File: src/rtl/pipe_stage_reg.sv
// Configurable-width pipeline stage register: valid/ready handshake, flush, saturating stall counter.
// Build option: define PIPE_STAGE_SKID_EN for the two-entry skid buffer with a registered in_ready.
module pipe_stage_reg #(
  parameter int unsigned      WIDTH     = 64,
  parameter logic [WIDTH-1:0] RESET_VAL = {WIDTH{1'b0}},
  parameter logic [WIDTH-1:0] NOP_VAL   = {WIDTH{1'b0}},
  parameter int unsigned      CNT_W     = 16
) (
  input  logic             clk,
  input  logic             rst,
  input  logic             flush,
  input  logic             in_valid,
  output logic             in_ready,
  input  logic [WIDTH-1:0] in_data,
  output logic             out_valid,
  input  logic             out_ready,
  output logic [WIDTH-1:0] out_data,
  output logic [CNT_W-1:0] stall_cnt
);

  localparam logic [1:0] ST_EMPTY = 2'd0;
  localparam logic [1:0] ST_ONE   = 2'd1;
  localparam logic [CNT_W-1:0] CNT_MAX = {CNT_W{1'b1}};

  logic [1:0]       state_r;
  logic [1:0]       state_nxt_s;
  logic [WIDTH-1:0] main_r;
  logic [WIDTH-1:0] main_nxt_s;
  logic             out_valid_r;
  logic [CNT_W-1:0] stall_cnt_r;
  logic             in_ready_s;
  logic             in_xfer_s;
  logic             out_xfer_s;

`ifdef PIPE_STAGE_SKID_EN
  localparam logic [1:0] ST_FULL = 2'd2;

  logic [WIDTH-1:0] skid_r;
  logic [WIDTH-1:0] skid_nxt_s;
  logic             in_ready_r;

  // Ready register: low exactly while the skid entry is occupied
  always_ff @(posedge clk) begin
    if (rst) begin
      in_ready_r <= 1'b1;
    end else begin
      in_ready_r <= (state_nxt_s != ST_FULL);
    end
  end

  // Skid entry storage
  always_ff @(posedge clk) begin
    if (rst) begin
      skid_r <= RESET_VAL;
    end else begin
      skid_r <= skid_nxt_s;
    end
  end

  assign in_ready_s = in_ready_r;
`else
  // Legacy stall-register behaviour: accept whenever the held payload leaves or there is none
  assign in_ready_s = !rst && (out_ready || !out_valid_r);
`endif

  assign in_xfer_s  = in_valid & in_ready_s;
  assign out_xfer_s = out_valid_r & out_ready;

  // Next-state and next-payload selection; flush overrides the handshake
  always_comb begin
    state_nxt_s = state_r;
    main_nxt_s  = main_r;
`ifdef PIPE_STAGE_SKID_EN
    skid_nxt_s  = skid_r;
`endif
    if (flush) begin
      state_nxt_s = ST_EMPTY;
      main_nxt_s  = NOP_VAL;
`ifdef PIPE_STAGE_SKID_EN
      skid_nxt_s  = NOP_VAL;
`endif
    end else begin
      case (state_r)
        ST_EMPTY: begin
          if (in_xfer_s) begin
            main_nxt_s  = in_data;
            state_nxt_s = ST_ONE;
          end else begin
            state_nxt_s = ST_EMPTY;
          end
        end
        ST_ONE: begin
          if (in_xfer_s && out_xfer_s) begin
            main_nxt_s  = in_data;
            state_nxt_s = ST_ONE;
          end else if (out_xfer_s) begin
            state_nxt_s = ST_EMPTY;
          end else if (in_xfer_s) begin
`ifdef PIPE_STAGE_SKID_EN
            skid_nxt_s  = in_data;
            state_nxt_s = ST_FULL;
`else
            main_nxt_s  = in_data;
            state_nxt_s = ST_ONE;
`endif
          end else begin
            state_nxt_s = ST_ONE;
          end
        end
`ifdef PIPE_STAGE_SKID_EN
        ST_FULL: begin
          if (out_ready) begin
            main_nxt_s  = skid_r;
            state_nxt_s = ST_ONE;
          end else begin
            state_nxt_s = ST_FULL;
          end
        end
`endif
        default: begin
          state_nxt_s = ST_EMPTY;
        end
      endcase
    end
  end

  // Main entry, state and output-valid registers
  always_ff @(posedge clk) begin
    if (rst) begin
      state_r     <= ST_EMPTY;
      main_r      <= RESET_VAL;
      out_valid_r <= 1'b0;
    end else begin
      state_r     <= state_nxt_s;
      main_r      <= main_nxt_s;
      out_valid_r <= (state_nxt_s != ST_EMPTY);
    end
  end

  // Saturating stall counter; only reset clears it
  always_ff @(posedge clk) begin
    if (rst) begin
      stall_cnt_r <= {CNT_W{1'b0}};
    end else if (out_valid_r && !out_ready && (stall_cnt_r != CNT_MAX)) begin
      stall_cnt_r <= stall_cnt_r + {{(CNT_W-1){1'b0}}, 1'b1};
    end else begin
      stall_cnt_r <= stall_cnt_r;
    end
  end

  assign in_ready  = in_ready_s;
  assign out_valid = out_valid_r;
  assign out_data  = main_r;
  assign stall_cnt = stall_cnt_r;

endmodule

File: config.mk
export PLATFORM = sky130hd
export DESIGN_NAME = pipe_stage_reg
export DESIGN_NICKNAME = d
export VERILOG_FILES = /design/src/rtl/pipe_stage_reg.sv
export SDC_FILE = /design/constraint.sdc
export NUM_CORES = 1
export LEC_CHECK = 0
export CORE_ASPECT_RATIO = 1.4
export CORE_MARGIN = 5
export CORE_UTILIZATION = 40
export CTS_CLUSTER_SIZE = 40
export DETAILED_ROUTE_END_ITERATION = 10
export HOLD_SLACK_MARGIN = 0.08
export PLACE_DENSITY = 0.76
export SLEW_MARGIN = 20
export SYNTH_ARGS = -nofsm -noshare
export SYNTH_HDL_FRONTEND = slang
export SYNTH_SLANG_ARGS = --single-unit
File: constraint.sdc
create_clock -name clk -period 2.35 [get_ports clk]
set_input_delay 0.3525 -clock clk [delete_from_list [all_inputs] [get_ports clk]]
set_output_delay 0.3525 -clock clk [all_outputs]
set_load 0.005 [all_outputs]
==> results.py <==
metrics = {
    "global_routing": {
        "grt_pass1_wl_um": 14700,
        "track_usage_pct": 18.8,
        "grt_max_degree": 66,
        "grt_antenna_before_repair": 0,
        "grt_pass1_vias": 3141,
        "grt_overflow_total": 0,
    },
    "floorplanning": {
        "core-area_mm2": 0.00765,
        "die_y_um": 114,
        "ios": 151,
        "start_util_pct": 40.7,
        "die_w_um": 84.6,
        "dieArea_mm2": 0.00968,
        "placementRows": 38,
    },
    "drt": {
        "first_iter_violations": 115,
        "drt-total-wl_um": 9280,
        "dr.pass1.iters": 4,
        "num_vias": 3181,
        "wire_per_inst_um": 14.6,
        "final_antenna_net_count": 0,
        "viasPerCell": 5.01,
        "drcViolationCount": 0,
    },
    "critical_path": {
        "timing.rr.end": "stall_cnt[14]",
        "r2r_cells": 5,
        "crit_path_start_kind": "primary input",
        "crit_required_ns": 2.00,
        "critPathSlowestCell": "clkdlybuf4s50_1",
        "cpPeakStageDelay_ns": 0.57,
        "endpoint_kind": "output pin",
        "reg2reg_slack_ns": 0.59,
        "crit_type": "in2out",
        "crit_arrival_ns": 1.60,
        "path_max_fanout": 8,
        "cp_cell_sequence": "clkdlybuf4s50_1 > nor2_1 > clkdlybuf4s50_1",
        "cp_common_cell": "clkdlybuf4s50_1",
        "reg2reg_from": "stall_cnt[0]",
    },
    "pwr": {
        "vdd_drop_max_uv": 433,
        "p_leak_uw": 0.00174,
        "p_per_area_mw_per_mm2": 540,
    },
    "run": {
        "maxCapViolCount": 0,
    },
    "logic_synthesis": {
        "yosys-top-cells-area": "dfxtp_1 52%, nand2_1 16%, a21oi_1 11%, clkbuf_1 1.8%, nor2_1 1.4%",
        "synth_ff_type": "dfxtp_1",
        "syn_area_mm2": 0.00311,
        "synth_fp_nets": 454,
        "synth_cell_types": 48,
        "yosysMostFrequentCell": "nand2_1",
        "ys.warnings.count": 0,
        "synth_edf_count": 0,
        "syn_inst": 384,
        "ys_seq_elements": 81,
        "synthArstFlopShare_pct": 0,
        "synth_largest_area_cell": "dfxtp_1",
        "synth_top_area_share_pct": 52.1,
        "synth_commonest_cells": "135 x nand2_1, 81 x dfxtp_1, 68 x a21oi_1",
        "avgSynthCellArea_um2": 8.11,
        "ys_seq_area_share_pct": 52.1,
    },
    "timing": {
        "timing.fmax_mhz": 512,
        "clock_skew_ns": 0.00861,
        "finalSetupViolations": 0,
        "slew_headroom_pct": 67.4,
        "report.final.hold_viol_count": 0,
        "finalCritPeriodShare_pct": 83.0,
        "min_period_ns": 1.95,
        "rsz0062_at_grt": "false",
        "fin_tns_setup_ns": 0,
        "tightest_slew_ns": 0.484,
        "drv_slew": 0,
    },
    "placed_design": {
        "io_buffers": 150,
        "dp_cells": 619,
        "dp_hpwl_um": 6890,
        "place.gp.congestion": 0.944,
        "placed_area_mm2": 0.00475,
    },
    "cells_and_area": {
        "drive_gt1_share_pct": 6.73,
        "instances_no_fill": 635,
        "fillCellCount": 676,
        "area_growth_pct": 58.8,
        "n_antenna_cell": 0,
        "nNetsFinal": 600,
        "fin_area_mm2": 0.00494,
    },
    "clocking": {
        "hold_buffers": 0,
        "tritoncts": "yes",
        "clk_pin_slew_worst_paths_ns": 0.07,
        "cts_setup_buffers": 0,
        "cts_buffers": 9,
        "cts_sinks": 81,
        "clk_latency_ns": 0.35,
        "cts_root_buf": "clkbuf_8",
        "cts.repair.resized": 0,
        "cts_buffer_depth": 2,
        "htree_levels": 3,
    },
    "hold_path": {
        "min_path_cells": 2,
        "hold_path.class": "reg2reg",
    },
    "run_status": {
        "outcome": "finished clean",
    },
}
kinds of logic (layout without fill, tap and decap cells):
logic type / after synthesis / in the layout / share of synthesized area, %
fa+ha+maj: 1 / 1 / 0.402
buf+inv: 26 / 177 / 3.21
simple gates: 188 / 188 / 28.2
compound gates: 84 / 84 / 14.7
mux: 4 / 4 / 1.41
flops: 81 / 81 / 52.1
worst max path at each step:
stage                 start            end  slack, ns
2_1_floorplan  stall_cnt[0]  stall_cnt[14]       0.76
3_3_place_gp            rst       register       0.30
3_5_place_dp      out_ready   stall_cnt[9]       0.29
4_1_cts                 rst       in_ready       0.39
5_1_grt                 rst       in_ready       0.36
6_report                rst       in_ready       0.40
cells in the final DEF (no fill, tap or decap), types with 2 or more instances in the layout:
cell type / count
buf_12: 3
nand4_1: 4
o31ai_1: 2
nor3_1: 5
clkdlybuf4s50_1: 150
clkinv_2: 2
clkbuf_8: 13
a21oi_1: 68
and3_2: 2
dfxtp_1: 81
o21a_1: 2
or2_2: 2
mux2_1: 3
o21ai_0: 3
or3_1: 2
nor4_1: 2
nor2b_1: 4
or4_1: 2
nand3_2: 4
nand3_1: 2
nor2_1: 12
nand2_1: 135
inv_1: 3
buf_4: 4
metal layers:
metal | global-route usage, % | vias to the layer above | routed length [um]
li1 | - | 1578 | -
met1 | 18.8 | 1490 | 3390
met2 | 34.5 | 99 | 4980
met3 | 7.20 | 14 | 704
met4 | 7.71 | 0 | 196
met5 | 0 | - | 0
area by class of cell:
| type | count | area (um^2) | share of cell area (%) |
|---|---|---|---|
| timing repair buffer | 157 | 1590 | 32.2 |
| tap | 100 | 125 | 2.53 |
| multi-input combinational | 277 | 1400 | 28.3 |
| inverter | 4 | 15.0 | 0.304 |
| clock inverter | 2 | 10.0 | 0.202 |
| clock buffer | 14 | 183 | 3.69 |
| sequential | 81 | 1620 | 32.8 |
metrics by stage:
step                      setup slack, ns  power [uW]  hold WS (ns)  utilization [%]
after floorplan                     0.756        1540         0.453                -
after global placement              0.305        1740         0.441             62.1
after detailed placement            0.287        1740         0.446             62.1
after CTS                           0.393        2710         0.456             64.6
after global routing                0.363        2800         0.473             64.6
final                               0.399        2670         0.453             64.6
power by group:
part           internal (uW)  leakage [uW]  total (uW)  switching (uW)
sequential              1400      0.000656        1410            13.2
combinational            179      0.000986         297             118
clock                    497      0.000102         966             469
worst max-delay path: cells and delay by family:
| kind | cells | cell delay (ns) |
|---|---|---|
| buffers and inverters | 2 | 1.08 |
| AND/OR/NAND/NOR | 1 | 0.17 |
(Power assumes the default switching activity.)
